$ cat src/rtl/uart_pkg.sv
// Shared types and timing helpers for the UART blocks.
// Holds the receiver state encoding and the default line rate.
package uart_pkg;

  typedef enum logic [2:0] {IDLE, START, DATA, STOP, BREAK} rx_state_t;

  localparam int CLK_HZ = 50_000_000;
  localparam int BAUD   = 9600;

  function automatic int clks_per_bit(input int clk_hz, input int baud);
    return clk_hz / baud;
  endfunction

endpackage

$ cat src/rtl/uart_bit_timer.sv
// Loadable down-counter pacing bit periods; tick marks the terminal count.
// Shared by the receiver and transmitter.
module bit_timer #(
  parameter int CLKS_PER_BIT = 5208
) (
  input  logic clk,
  input  logic reset_n,
  input  logic start,
  input  logic half,
  output logic tick
);

  localparam int CNT_W = $clog2(CLKS_PER_BIT);
  localparam logic [CNT_W-1:0] HALF_LD = CNT_W'(CLKS_PER_BIT / 2 - 1);
  localparam logic [CNT_W-1:0] FULL_LD = CNT_W'(CLKS_PER_BIT - 1);

  logic [CNT_W-1:0] cnt;

  always_ff @(posedge clk) begin
    if (!reset_n)
      cnt <= '0;
    else if (start)
      cnt <= half ? HALF_LD : FULL_LD;
    else if (cnt != '0)
      cnt <= cnt - CNT_W'(1);
  end

  assign tick = (cnt == '0);

endmodule

$ cat src/rtl/uart_rx.sv
// 8N1 serial receiver with a one-entry read buffer, framing-error pulse
// and sticky overrun flag.
module uart_rx
  import uart_pkg::*;
#(
  parameter int CLKS_PER_BIT = clks_per_bit(CLK_HZ, BAUD),
  parameter int DATA_BITS    = 8
) (
  input  logic                 clk,
  input  logic                 reset_n,
  input  logic                 rx,
  output logic [DATA_BITS-1:0] data,
  output logic                 full,
  input  logic                 rd,
  output logic                 frame_err,
  output logic                 overrun,
  output logic                 busy
);

  localparam int IDX_W = $clog2(DATA_BITS);
  localparam logic [IDX_W-1:0] LAST_IDX = IDX_W'(DATA_BITS - 1);

  rx_state_t state, next_state;

  logic                 rx_p0, rx_p1, rx_s;
  logic [IDX_W-1:0]     bit_idx;
  logic [DATA_BITS-1:0] shift;
  logic                 tick;
  logic                 timer_start, timer_half;
  logic                 sample_bit, load_byte, set_overrun, set_ferr;

  bit_timer #(.CLKS_PER_BIT(CLKS_PER_BIT)) u_timer (
    .clk     (clk),
    .reset_n (reset_n),
    .start   (timer_start),
    .half    (timer_half),
    .tick    (tick)
  );

  // Stage p0 -> p1: two-flop synchronizer, idles high through reset
  always_ff @(posedge clk) begin
    if (!reset_n) begin
      rx_p0 <= 1'b1;
      rx_p1 <= 1'b1;
      state <= IDLE;
    end else begin
      rx_p0 <= rx;
      rx_p1 <= rx_p0;
      state <= next_state;
    end
  end

  assign rx_s = rx_p1;

  always_comb begin
    next_state  = state;
    timer_start = 1'b0;
    timer_half  = 1'b0;
    sample_bit  = 1'b0;
    load_byte   = 1'b0;
    set_overrun = 1'b0;
    set_ferr    = 1'b0;
    case (state)
      IDLE: if (!rx_s) begin
        next_state  = START;
        timer_start = 1'b1;
        timer_half  = 1'b1;
      end
      START: if (tick) begin
        if (rx_s) begin
          next_state = IDLE;
        end else begin
          next_state  = DATA;
          timer_start = 1'b1;
        end
      end
      DATA: if (tick) begin
        sample_bit  = 1'b1;
        timer_start = 1'b1;
        if (bit_idx == LAST_IDX)
          next_state = STOP;
      end
      STOP: if (tick) begin
        if (rx_s) begin
          next_state = IDLE;
          // A read in the same cycle frees the slot, so the new byte is kept
          if (!full || rd)
            load_byte = 1'b1;
          else
            set_overrun = 1'b1;
        end else begin
          next_state = BREAK;
          set_ferr   = 1'b1;
        end
      end
      BREAK: if (rx_s) next_state = IDLE;
      default: next_state = IDLE;
    endcase
  end

  always_ff @(posedge clk) begin
    if (!reset_n) begin
      bit_idx   <= '0;
      shift     <= '0;
      data      <= '0;
      full      <= 1'b0;
      overrun   <= 1'b0;
      frame_err <= 1'b0;
    end else begin
      frame_err <= set_ferr;
      if (state != DATA)
        bit_idx <= '0;
      else if (sample_bit) begin
        shift[bit_idx] <= rx_s;
        bit_idx        <= bit_idx + IDX_W'(1);
      end
      if (load_byte)
        data <= shift;
      if (load_byte)
        full <= 1'b1;
      else if (rd)
        full <= 1'b0;
      if (set_overrun)
        overrun <= 1'b1;
      else if (rd)
        overrun <= 1'b0;
    end
  end

  assign busy = (state != IDLE);

endmodule

$ cat config.mk
export PLATFORM = sky130hd
export DESIGN_NAME = uart_rx
export DESIGN_NICKNAME = d
export VERILOG_FILES = /design/src/rtl/uart_pkg.sv /design/src/rtl/uart_bit_timer.sv /design/src/rtl/uart_rx.sv
export SDC_FILE = /design/constraint.sdc
export NUM_CORES = 1
export LEC_CHECK = 0
export ABC_AREA = 1
export ABC_CLOCK_PERIOD_IN_PS = 6700
export BUFFER_PORTS_ARGS = -buffer_cell sky130_fd_sc_hd__buf_2
export CAP_MARGIN = 20
export CORE_MARGIN = 4
export CORE_UTILIZATION = 64
export CTS_CLUSTER_SIZE = 28
export DETAILED_ROUTE_END_ITERATION = 7
export PLACE_DENSITY = 0.83
export SYNTH_ARGS = -nofsm -noshare
export SYNTH_HDL_FRONTEND = slang
export SYNTH_HIERARCHICAL = 1
export SYNTH_SLANG_ARGS = --single-unit
$ cat constraint.sdc
create_clock -name clk -period 6.7 [get_ports clk]
set_clock_uncertainty 0.05 [all_clocks]
set_input_delay 0.67 -clock clk [delete_from_list [all_inputs] [get_ports clk]]
set_output_delay 0.67 -clock clk [all_outputs]
set_load 0.01 [all_outputs]
### Word level (Yosys, flattened, before mapping)

Cells that the tools add are included.

| cells by class | value |
|---|---|
| eq/ne operators | 12 |
| add/subtract/negate cells | 2 |
| reductions and logical operators | 14 |
| muxes and demuxes | 32 |
| bitwise gates (word level) | 2 |
| order comparisons | 2 |

Operators by type and width:

| operator | count |
|---|---|
| 13-bit 2-to-1 mux | 3 |
| 3-bit 2-to-1 mux | 7 |
| 1-bit 2-to-1 mux | 17 |
| 3-bit one-hot mux with 5 select lines | 1 |
| 13-bit zero test | 1 |
| 13-bit nonzero test | 1 |
| 13-bit by 1-bit subtractor with 13-bit output (second input constant) | 1 |
| 2-bit inequality test (second input constant) | 6 |
| 8-bit bitwise mux | 1 |
| 3-bit by 2-bit equality test with 1-bit output (second input constant) | 2 |
| 3-bit equality test (second input constant) | 2 |
| 6-bit AND reduction | 1 |
| 2-bit nonzero test | 3 |
| 3-bit by 4-bit < comparator with 1-bit output (second input constant) | 1 |
| 2-bit AND reduction | 2 |
| 3-bit by 1-bit adder with 3-bit output (second input constant) | 1 |
| 1-bit demux with 3-bit select | 1 |
| 3-bit by 1-bit equality test with 1-bit output (second input constant) | 1 |
| 3-bit by 1-bit >= comparator with 1-bit output (second input constant) | 1 |
| 3-bit zero test | 1 |
| 3-bit by 2-bit inequality test with 1-bit output (second input constant) | 1 |
| 1-bit one-hot mux with 3 select lines | 1 |
| 3-bit nonzero test | 1 |
| 2-bit 2-to-1 mux | 1 |
| 5 further kinds | 6 |

| word-level totals | value |
|---|---|
| logic and storage cells | 74 |
| input port bits | 4 |
| output and inout port bits | 12 |
| bits in registers | 40 |

### Logic depth before layout (Yosys ltp)

Gate-level depths: netlist of run 1.

| depth | value |
|---|---|
| word-level depth | 7 |
| depth in mapped cells | 16 |
| depth with buffers taken out | 15 |

### Hierarchy

The synthesis of run 1 kept the hierarchy.

Modules (own cells, without submodules):

| module | cells each | sequential area each (µm²) | times used | area each (µm²) |
|---|---|---|---|---|
| uart_rx | 166 | 540.5 | 1 | 1,226.2 |
| bit_timer | 153 | 260.2 | 1 | 913.4 |

### Worst setup path before layout of run 1

Ideal clock, no wire load.

| timing | value |
|---|---|
| kind | reg2reg |
| from | register u_timer.cnt[0] |
| to | register u_timer.cnt[2] |
| slack | 4,572 ps |
| arrival | 2,022 ps |
| stages on the path, launching flop included | 15 |
| period minus slack after synthesis | 2,128 ps |
| cells stage by stage | dfxtp_1 inv_1 ha_1 nand2_1 nor2_2 nand3_2 inv_1 buf_2 nand2_1 o21ai_0 inv_1 or2_2 o21ai_0 nand3_1 inv_1 |

| between the ends | value |
|---|---|
| cells in the longest elaborated chain, start to end | 4 |
| elaborated cells on any way between the ends | 9 |
| those cells by class | add/sub (1); mux (5); reduce/logical (3) |

RTL lines:

| element | line | RTL |
|---|---|---|
| start: declaration | uart_bit_timer.sv:17 | `logic [CNT_W-1:0] cnt;` |
| start signal: assignment | uart_bit_timer.sv:23 | `cnt <= half ? HALF_LD : FULL_LD;` |
| start signal: assignment | uart_bit_timer.sv:25 | `cnt <= cnt - CNT_W'(1);` |
| 13-bit zero test * | uart_bit_timer.sv:28 | `assign tick = (cnt == '0);` |
| net tick | uart_rx.sv:28 | `logic tick;` |
| 1-bit 2-to-1 mux (on tied branches) | - |  |
| 1-bit one-hot mux with 3 select lines * | uart_rx.sv:63 | `case (state)` |
| net timer_start | uart_rx.sv:29 | `logic timer_start, timer_half;` |
| 13-bit 2-to-1 mux / 2-bit nonzero test (equally long branches) | - |  |

The timed path passes the listed nets; every way through them passes the cells marked *. The select of a mux whose other input is x is not followed.
A chain may end at the register's enable or synchronous reset.

### Worst setup path in the final report of run 1

Ends and elaborated chain as after synthesis.

==> results.md, run 1 <==
* Worst setup EP type: flip-flop
* Final Util at 72.8%
* Ys async rst share at 0%
* Worst path required time at 6.94 ns
* Maximum VDD drop at 0.198 mV
* Hold Path Class: reg -> reg
* Status: complete, no violations
* CTS tree: done
* Period Utilization, post-route at 38.3%
* Nets at 341
* Initial Utilization at 68.4%
* Drt wl/cell at 11.9 µm
* # clock sinks at 40
* CTS clk-pin slew, worst paths at 0.11 ns
* 1st-pass router iterations at 5
* Mapped Nets at 327
* Commonest non-fill, non-tap cell in the layout: nand2_1
* CP max stage delay at 0.37 ns
* Most frequent cells in the layout: nand2_1 (73), nor2_1 (53), dfxtp_1 (40)
* Critical R2R Launch: u_timer/cnt[0]
* Insertion delay to the later sink of the worst-skew pair at 0.35 ns
* Pwr dens at 381 mW/mm²
* Longest Clk Path Bufs at 2
* Most Crowded Layer GR: met2
* Rel. slew slack at 65.5%
* CTS Buf Count at 5
* Total die area at 0.00433 mm²
* Ant diodes at 0
* Number of vias in the routed layout at 1971
* Pre-CTS setup slack at 4.18 ns
* EDFF count, synth at 0
* DP Wirelength at 3450 µm
* Met2 global-route usage at 42.4%
* Initial antenna violation count at 0
* Critical path cell sequence: inv_1, ha_1, nand2_1, nor2_2, nand3_2, inv_1, nand2_1, o21ai_0, inv_1, or2_2, o21ai_0, nand3_1, inv_1
* Tot GR Track Use at 23.4%
* Unrepaired setup endpoints after global routing: false
* Worst-Margin Slew at 0.517 ns
* Top FF cell, synth: dfxtp_1
* Via-per-instance ratio at 5.21
* CTS root buf: clkbuf_4
* Yosys reg bits at 40
* Worst path slowest cell: or2_2
* Largest net degree at the start of global routing at 19
* Cts hold-fix bufs at 0
* First-pass GRT wire length at 7710 µm
* Setup TNS Final at 0 ns
* Min Tclk post-route at 2.57 ns
* Die height at 65.8 µm
* Gate Count Post-Synth at 319
* I/O pin count at 16
* Synth Warn # at 6
* Critical path peak fanout at 15
* Htree depth at 2
* GR Util met1 at 24.1%
* Setup-failing EPs final at 0
* Startpoint Class: flip-flop
* IO buf count at 15
* Netlist cell types at 27
* Pins over their slew limit at 0
* Met3 GRT Util at 5.44%
* FMAX at 0.390 GHz
* CP dominant cell by count: inv_1
* Worst EP arrival at 2.81 ns
* Post-synthesis to final-layout area growth at 6.37%
* Hold Startpoint: rx_p0
* Antenna-violating nets left at 0
* Residual DRC at 0
* Initial detailed-routing violation count at 141
* Die width at 65.8 µm
* Core ar. at 0.00313 mm²
* WS Path Type: reg -> reg
* Routability cong. at 0.945
* Layout cells sized above 1 at 13.2%
* Worst Setup SP: u_timer/cnt[0]
* Final hold violations at 0
* Static Leak at 1.09 nW
* Number of global-route vias before repair at 1861
* PnR worst setup slack at 4.13 ns
* Part of the Yosys area used for sequential elements at 37.4%
* Post-CTS sizing at 0
* Gr ovfl total at 0
* Max-cap violations at 0
* Syn_area_per_cell at 6.71 µm²
* Synthesized area at 0.00214 mm²
* Postcts setup bufs at 0
* Cell row count at 20
* Detailed Route WL at 4500 µm
-- state kept, by name, indices dropped and copies added, names as in the netlist --
signal	flops
overrun	1
state	3
data	8
full	1
u_timer/cnt	13
bit_idx	3
rx_p0	1
rx_p1	1
shift	8
frame_err	1
-- cells in the mapped netlist (2+ instances only) --
cell type	number	area (µm²)
o21ai_1	4	20.0
nand2_2	3	18.8
nand3_1	36	180
or2_2	3	18.8
a21oi_1	21	105
nand3_2	3	30.0
nand4_1	2	12.5
nor2_2	6	37.5
nor2_4	4	45.0
nor3_1	6	30.0
buf_2	4	20.0
inv_1	37	139
dfxtp_1	40	801
o21ai_0	10	50.1
ha_1	4	50.1
nor2_1	53	199
nand2_1	73	274
-- critical path: cells and delay by family (launching register included) --
family                   cells  cell delay, ns
AO/OA/AOI/OAI                2            0.23
buffers and inverters        4            0.76
AND/OR/NAND/NOR              6            0.92
flip-flops                   1            0.34
adder cells (fa/ha/maj)      1            0.22
-- stage by stage --
step           instances  hold slack, ns  cell area (µm²)  power (W)
5_1_grt              378           0.396             2280   0.000950
4_1_cts              378           0.392             2280   0.000872
3_5_place_dp         370           0.364             2210   0.000741
2_1_floorplan        319           0.343             2140   0.000660
6_report             378           0.384             2280   0.000866
3_3_place_gp         370           0.346             2210   0.000736
-- final cells by class --
class	instances	area, µm²
tap	44	55.1
sequential	40	801
multi-input combinational	234	1140
inverter	37	139
fill	291	852
clock inverter	1	7.51
clock buffer	7	55.1
timing repair buffer	15	75.1
-- power by group --
group          switching (W)  internal, W
clock network      0.0000762    0.0000514
logic               0.000279     0.000139
registers          0.0000436     0.000277
-- logic make-up after synthesis --
logic type	Yosys count	synth area share, %
AND/OR/NAND/NOR	192	41.8
adder cells (fa/ha/maj)	4	2.34
XOR/XNOR	1	0.409
buffers and inverters	45	9.12
flip-flops	40	37.4
AO/OA/AOI/OAI	37	8.89
-- worst paths after layout --
path | slack [ns] | endpoint | cells after the start
hold reg to reg | 0.38 | rx_p1 | 1
setup / recovery | 4.13 | u_timer/cnt[2] | 13
setup reg to reg | 4.13 | u_timer/cnt[2] | 13
hold / removal | 0.38 | rx_p1 | 1
-- layer usage --
layer	up-vias	share of wire, %
met5	-	0
met4	0	3.2
met3	11	2.6
met2	33	50
met1	885	44
li1	1042	-
Power figures use the tool's default switching activity.
==> inputs of run 2 (changes only) <==
Settings changed: ABC_AREA 1 to 0, ABC_CLOCK_PERIOD_IN_PS 6700 to 2350, CORE_UTILIZATION 64 to 52, PLACE_DENSITY 0.83 to 0.73.
Clock period 6.7 ns to 2.35 ns, I/O delays scaled along.
==> run 2 against run 1 <==
Effect of this change: count of clock-buffer cells in the layout is 2 lower; combinational power increased by 81%; synthesized cell count down 39%; fmax increased by 10%; flip-flop and latch count stayed put; register-to-register slack worse by 4.1 ns; sequential share of layout area increased by 3.8 points; global-route usage down 5.4 points; via count decreased by 27%; largest power group is now registers.
==> results.md, run 2 <==
* Mapped Nets at 204 (-38%)
* Maximum VDD drop at 0.401 mV (+100%)
* GR Util met1 at 18.9% (-5.3 points)
* Htree depth at 2 (unchanged)
* Worst EP arrival at 2.54 ns (-0.27 ns)
* Layout cells sized above 1 at 17.3% (+4.1 points)
* Synth Warn # at 6 (unchanged)
* Nets at 221 (-35%)
* Synthesized area at 0.00185 mm² (-14%)
* EDFF count, synth at 0 (unchanged)
* Critical path peak fanout at 21 (+6)
* Hold Path Class: in -> reg
* Setup-failing EPs final at 0 (unchanged)
* Residual DRC at 0 (unchanged)
* Worst-Margin Slew at 0.498 ns (-0.0188 ns)
* Most common cell in the netlist: dfxtp_1
* Yosys top cell by area: dfxtp_1
* 1st-pass router iterations at 4 (-1)
* CTS clk-pin slew, worst paths at 0.12 ns (about the same)
* Gate Count Post-Synth at 196 (-39%)
* Int Pwr at 0.00138 W (+190%)
* Max reg flops at 13 (unchanged)
* Most Crowded Layer GR: met2
* Worst path required time at 2.57 ns (-4.37 ns)
* Most common library cells after synthesis: dfxtp_1 (40), nand2_1 (28), mux2i_1 (21)
* Met2 global-route usage at 33.7% (-8.8 points)
* Setup TNS Final at 0 ns (unchanged)
* Ant diodes at 0 (unchanged)
* Biggest regs: u_timer/cnt (13), data (8), shift (8)
* Pwr dens at 1030 mW/mm² (+170%)
* Combinational Power Share at 35.7% (-13 points)
* Final Util at 60.6% (-12 points)
* Min Tclk post-route at 2.33 ns (-0.239 ns)
* Top FF cell, synth: dfxtp_1
* Post-synthesis to final-layout area growth at 11.0%
* Die width at 67.7 µm (+2.8%)
* Final hold violations at 0 (unchanged)
* Most frequent cells in the layout: dfxtp_1 (40), nand2_1 (28), mux2i_1 (21)
* # clock sinks at 40 (unchanged)
* Post-Layout Cell Count at 260 (-31%)
* CTS root buf: clkbuf_4
* Yosys reg bits at 40 (unchanged)
* Detailed Route WL at 3650 µm (-19%)
* Seq pwr share at 43.0% (+6.0 points)
* Initial detailed-routing violation count at 92 (-35%)
* Period Utilization, post-route at 99.0% (+61 points)
* Cell row count at 21 (+5.0%)
* Largest register by flop count: u_timer/cnt
* Synth area leaders: dfxtp_1 (43%), mux2i_1 (11%), nand2_1 (5.7%)
* Met3 GRT Util at 5.49% (+0.049 points)
* DP Wirelength at 2600 µm (-25%)
* Drt wl/cell at 14.0 µm (+18%)
* Tot GR Track Use at 18.0% (-5.4 points)
* Status: complete, no violations
* CTS tree: done
* Via-per-instance ratio at 5.55 (+6.4%)
* Clk pwr share at 21.2% (+6.5 points)
* Postcts setup bufs at 0 (unchanged)
* Die height at 67.7 µm (+2.8%)
* WS Path Type: reg -> reg
* Netlist cell types at 45 (+67%)
* Pins over their slew limit at 0 (unchanged)
* Initial antenna violation count at 0 (unchanged)
* Static Leak at 0.886 nW (-19%)
* Max-cap violations at 0 (unchanged)
* Switching Share at 35.0% (-11 points)
* Worst setup EP type: flip-flop
* Ys async rst share at 0% (unchanged)
* First-pass GRT wire length at 6130 µm (-21%)
* Number of vias in the routed layout at 1443 (-27%)
* Rel. slew slack at 66.8% (+1.3 points)
* Commonest non-fill, non-tap cell in the layout: dfxtp_1
* Routability cong. at 0.925 (-2.2%)
* Antenna-violating nets left at 0 (unchanged)
* Startpoint Class: flip-flop
* Gr ovfl total at 0 (unchanged)
* IO buf count at 15 (unchanged)
* Placed cell count at 250 (-32%)
* Net switching power at 0.000741 W (+86%)
* Longest Clk Path Bufs at 2 (unchanged)
* FMAX at 0.430 GHz (+10%)
* Total die area at 0.00458 mm² (+5.7%)
* Core ar. at 0.00339 mm² (+8.4%)
* Initial Utilization at 54.6% (-14 points)
* Part of the Yosys area used for sequential elements at 43.3% (+5.8 points)
* I/O pin count at 16 (unchanged)
* Number of global-route vias before repair at 1378 (-26%)
* Largest net degree at the start of global routing at 32 (+13)
* Syn_area_per_cell at 9.44 µm² (+41%)
* CTS Buf Count at 5 (unchanged)
* Post-synth top area share at 43.3% (+5.8 points)
* Insertion delay to the later sink of the worst-skew pair at 0.34 ns (about the same)
## run 2: changes by cell type after synthesis, sizes merged, moves of 9 or more
cell   delta
nand2    -49
o21ai     -9
a21oi    -11
inv      -33
nand3    -36
mux2i    +21
nor2     -52
## run 2: metrics by stage
stage               instance area, µm²  hold slack, ns  setup slack (ns)  power, W
floorplan                         1850           0.258            0.0287   0.00149
global placement                  1940           0.341             0.219   0.00159
detailed placement                1940           0.357            0.0451   0.00163
CTS                               2030          0.0167            0.0189   0.00209
global route                      2050           0.265           -0.0809   0.00227
finish                            2050           0.265            0.0234   0.00212
## run 2: area by class of cell
cell class,count,area (µm²)
clock buffer,5,37.5
clock inverter,3,42.5
fill,310,1340
inverter,4,15.0
multi-input combinational,143,991
sequential,40,801
tap,46,57.6
timing repair buffer,19,110
## run 2: routing by layer
layer | vias to the layer above | part of all wire [%] | routed length [µm]
met5 | - | 0 | 0
met4 | 0 | 0.63 | 23
met3 | 2 | 2.8 | 102
met2 | 21 | 54 | 1950
met1 | 686 | 43 | 1570
li1 | 734 | - | -
## run 2: worst max-delay path, stage by stage (launching register included)
cell and delay (ns):
dfxtp_1 0.35, inv_1 0.13, ha_1 0.18, nor4b_2 0.30, and4_1 0.29, buf_4 0.26, and4b_4 0.31, nand3_4 0.16
mux2i_1 0.22
## run 2: timing repair
| item | CTS | global route |
|---|---|---|
| hold buffers | 1 | 1 |
| gates resized for setup | 0 | 3 |
| endpoints found under the setup margin | 0 | 16 |
| hold endpoints to repair | 1 | 1 |
## run 2: power groups by stage
stage | Clock, W | Combinational, W | Sequential (W)
2_1_floorplan | 0 | 0.000617 | 0.000876
3_3_place_gp | 0 | 0.000688 | 0.000902
3_5_place_dp | 0 | 0.000726 | 0.000909
4_1_cts | 0.000459 | 0.000732 | 0.000895
5_1_grt | 0.000496 | 0.000843 | 0.000926
6_report | 0.000450 | 0.000756 | 0.000912
## run 2: worst paths after layout
check	startpoint	endpoint	depth (start not counted)	slack, ns
max	u_timer/cnt[0]	data[7]	8	0.02
min	reset_n	rx_p0	2	0.27
max reg2reg	u_timer/cnt[0]	data[7]	8	0.02
min reg2reg	rx_p0	rx_p1	1	0.38
## run 2: logic make-up after synthesis
logic type	synth area share, %
flops	43.3
fa+ha+maj	2.70
compound gates	9.94
xor+xnor	2.84
buf+inv	4.06
simple gates	25.8
mux	11.4
==> inputs of run 3 (changes only) <==
Settings changed: ABC_CLOCK_PERIOD_IN_PS 2350 to 2900, CORE_MARGIN 4 to 2, CORE_UTILIZATION 52 to 62, PLACE_DENSITY 0.73 to 0.81.
Clock period 2.35 ns to 2.9 ns, I/O delays scaled along.
==> run 3 against run 2 <==
Effect of this change: global-route usage increased by 8.7 points; via count grew 5.5%; non-clock buffer count down 2; sequential share of layout area grew 1.1 points; the run now ends with DRC left; core utilization increased by 11 points; setup slack improved by 0.44 ns; first-iteration DRC count shrank 3.3%; wire length up 10%; combinational power fell by 19%; power down 19%; design area down 2.9%; critical endpoint is now data[2].
==> results.md, run 3 (synthesis results as in run 2) <==
* Status: complete, but fails checks
* Failing checks: DRC
* WS Path Type: reg -> reg
* Worst Reg-to-Reg Cells at 8 (unchanged)
* Htree depth at 2 (unchanged)
* Hold Path Class: in -> reg
* CTS tree: done
* CTS clk-pin slew, worst paths at 0.11 ns (about the same)
* Min Tclk post-route at 2.44 ns (+0.109 ns)
* Post-CTS sizing at 0 (unchanged)
* 1st-pass router iterations at 6 (+2)
* IO buf count at 15 (unchanged)
* Register area at 801 µm² (unchanged)
* Worst EP arrival at 2.67 ns (+0.13 ns)
* Post-Layout Cell Count at 243 (-6.5%)
* I/O pin count at 16 (unchanged)
* Cell row count at 19 (-9.5%)
* Worst setup EP type: flip-flop
* Die width at 58.6 µm (-13%)
* CP max stage delay at 0.39 ns (+0.04 ns)
* Largest register by flop count: u_timer/cnt
* Unrepaired setup endpoints after global routing: false
* Detailed Route WL at 4010 µm (+10%)
* Nets at 219 (-0.90%)
* Biggest regs: u_timer/cnt (13), data (8), shift (8)
* Rel. slew slack at 64.5% (-2.4 points)
* DP Wirelength at 2750 µm (+5.9%)
* Drt wl/cell at 16.5 µm (+18%)
* Pins over their slew limit at 0 (unchanged)
* Setup TNS Final at 0 ns (unchanged)
* Gr ovfl total at 0 (unchanged)
* CTS Buf Count at 5 (unchanged)
* CP top delay family: simple AND/OR/NAND/NOR gates
* Number of vias in the routed layout at 1522 (+5.5%)
* Max-cap violations at 0 (unchanged)
* Multi-input gate area at 975 µm² (-1.6%)
* Max reg flops at 13 (unchanged)
* Pwr dens at 855 mW/mm² (-17%)
* Initial antenna violation count at 0 (unchanged)
* CTS root buf: clkbuf_4
* Final hold violations at 0 (unchanged)
* Post-synthesis to final-layout area growth at 7.84%
* Longest Clk Path Bufs at 2 (unchanged)
* FMAX at 0.411 GHz (-4.5%)
* Static Leak at 0.875 nW (-1.2%)
* Tot GR Track Use at 26.6% (+8.7 points)
* # clock sinks at 40 (unchanged)
* Setup-failing EPs final at 0 (unchanged)
* Critical path peak fanout at 21 (unchanged)
* Postcts setup bufs at 0 (unchanged)
* Die height at 58.6 µm (-13%)
* WP buf/inv at 2 (unchanged)
* Crit path depth at 8 (unchanged)
* Routability cong. at 0.800 (-14%)
* Startpoint Class: flip-flop
* Number of global-route vias before repair at 1464 (+6.2%)
* Initial Utilization at 66.0% (+11 points)
* Largest net degree at the start of global routing at 32 (unchanged)
* Most frequent cells in the layout: dfxtp_1 (40), nand2_1 (28), mux2i_1 (21)
* Core ar. at 0.00281 mm² (-17%)
* Period Utilization, post-route at 84.0% (-15 points)
* Antenna-violating nets left at 0 (unchanged)
* Worst-Margin Slew at 0.533 ns (+0.0353 ns)
* Cell count of the worst hold path at 2 (unchanged)
* Final Util at 71.1% (+11 points)
* Cts hold-fix bufs at 0 (-1)
* Fill cell total of the finished layout at 211 (-32%)
* Placed cell count at 235 (-6.0%)
* First-pass GRT wire length at 6760 µm (+10%)
* Residual DRC at 2 (+2)
* Ant diodes at 0 (unchanged)
* Layout cells sized above 1 at 15.6% (-1.7 points)
* Insertion delay to the later sink of the worst-skew pair at 0.36 ns (+0.02 ns)
* Critical path cell sequence: inv_1, ha_1, nor4b_1, and4_1, buf_4, and4b_4, nand3_4, mux2i_1
* Commonest non-fill, non-tap cell in the layout: dfxtp_1
* Worst path required time at 3.13 ns (+0.56 ns)
* Total die area at 0.00344 mm² (-25%)
* Maximum VDD drop at 0.785 mV (+96%)
* Worst path slowest cell: nor4b_1
* Initial detailed-routing violation count at 89 (-3.3%)
* Via-per-instance ratio at 6.26 (+13%)
[run 3: cell types whose count changed in the layout (fill, tap and decap cells not counted), sizes merged]
| cell | change |
|---|---|
| dlygate4sd3 | -2 |
| clkinvlp | -1 |
| clkbuf | +1 |
[run 3: area by class of cell]
class / instances / share of cell area (%)
Multi-Input combinational cell: 143 / 48.8
Clock inverter: 2 / 1.76
Sequential cell: 40 / 40.1
Clock buffer: 6 / 2.07
Tap cell: 31 / 1.94
Inverter: 4 / 0.752
Timing Repair Buffer: 17 / 4.51
[run 3: stage by stage]
stage | total power, W | worst slack (ns) | hold WS (ns) | area (µm²)
detailed placement | 0.00132 | 0.664 | 0.364 | 1920
floorplan | 0.00121 | 0.498 | 0.313 | 1850
CTS | 0.00170 | 0.527 | 0.0410 | 2000
global route | 0.00181 | 0.266 | 0.0476 | 2000
finish | 0.00171 | 0.465 | 0.0641 | 2000
global placement | 0.00128 | 0.782 | 0.340 | 1920
[run 3: path summary, 6_finish.rpt]
| check | to | slack, ns | startpoint |
|---|---|---|---|
| min reg2reg | rx_p1 | 0.38 | rx_p0 |
| max reg2reg | data[2] | 0.46 | u_timer/cnt[0] |
| max | data[2] | 0.46 | u_timer/cnt[0] |
| min | overrun | 0.06 | rd |
[run 3: routing by layer]
| layer | part of all wire, % | vias to the layer above | global-route usage (%) |
|---|---|---|---|
| li1 | - | 729 | - |
| met1 | 44 | 725 | 34.8 |
| met2 | 48 | 63 | 41.7 |
| met3 | 6.7 | 5 | 7.69 |
| met4 | 1.5 | 0 | 10.4 |
| met5 | 0 | - | 0 |
[run 3: report_power, final]
part | internal, W | total [W] | leakage, nW | switching (W)
Clock | 0.000181 | 0.000361 | 0.0422 | 0.000181
Sequential | 0.000634 | 0.000730 | 0.325 | 0.0000961
Combinational | 0.000292 | 0.000614 | 0.507 | 0.000322
Total | 0.00111 | 0.00171 | 0.875 | 0.000599
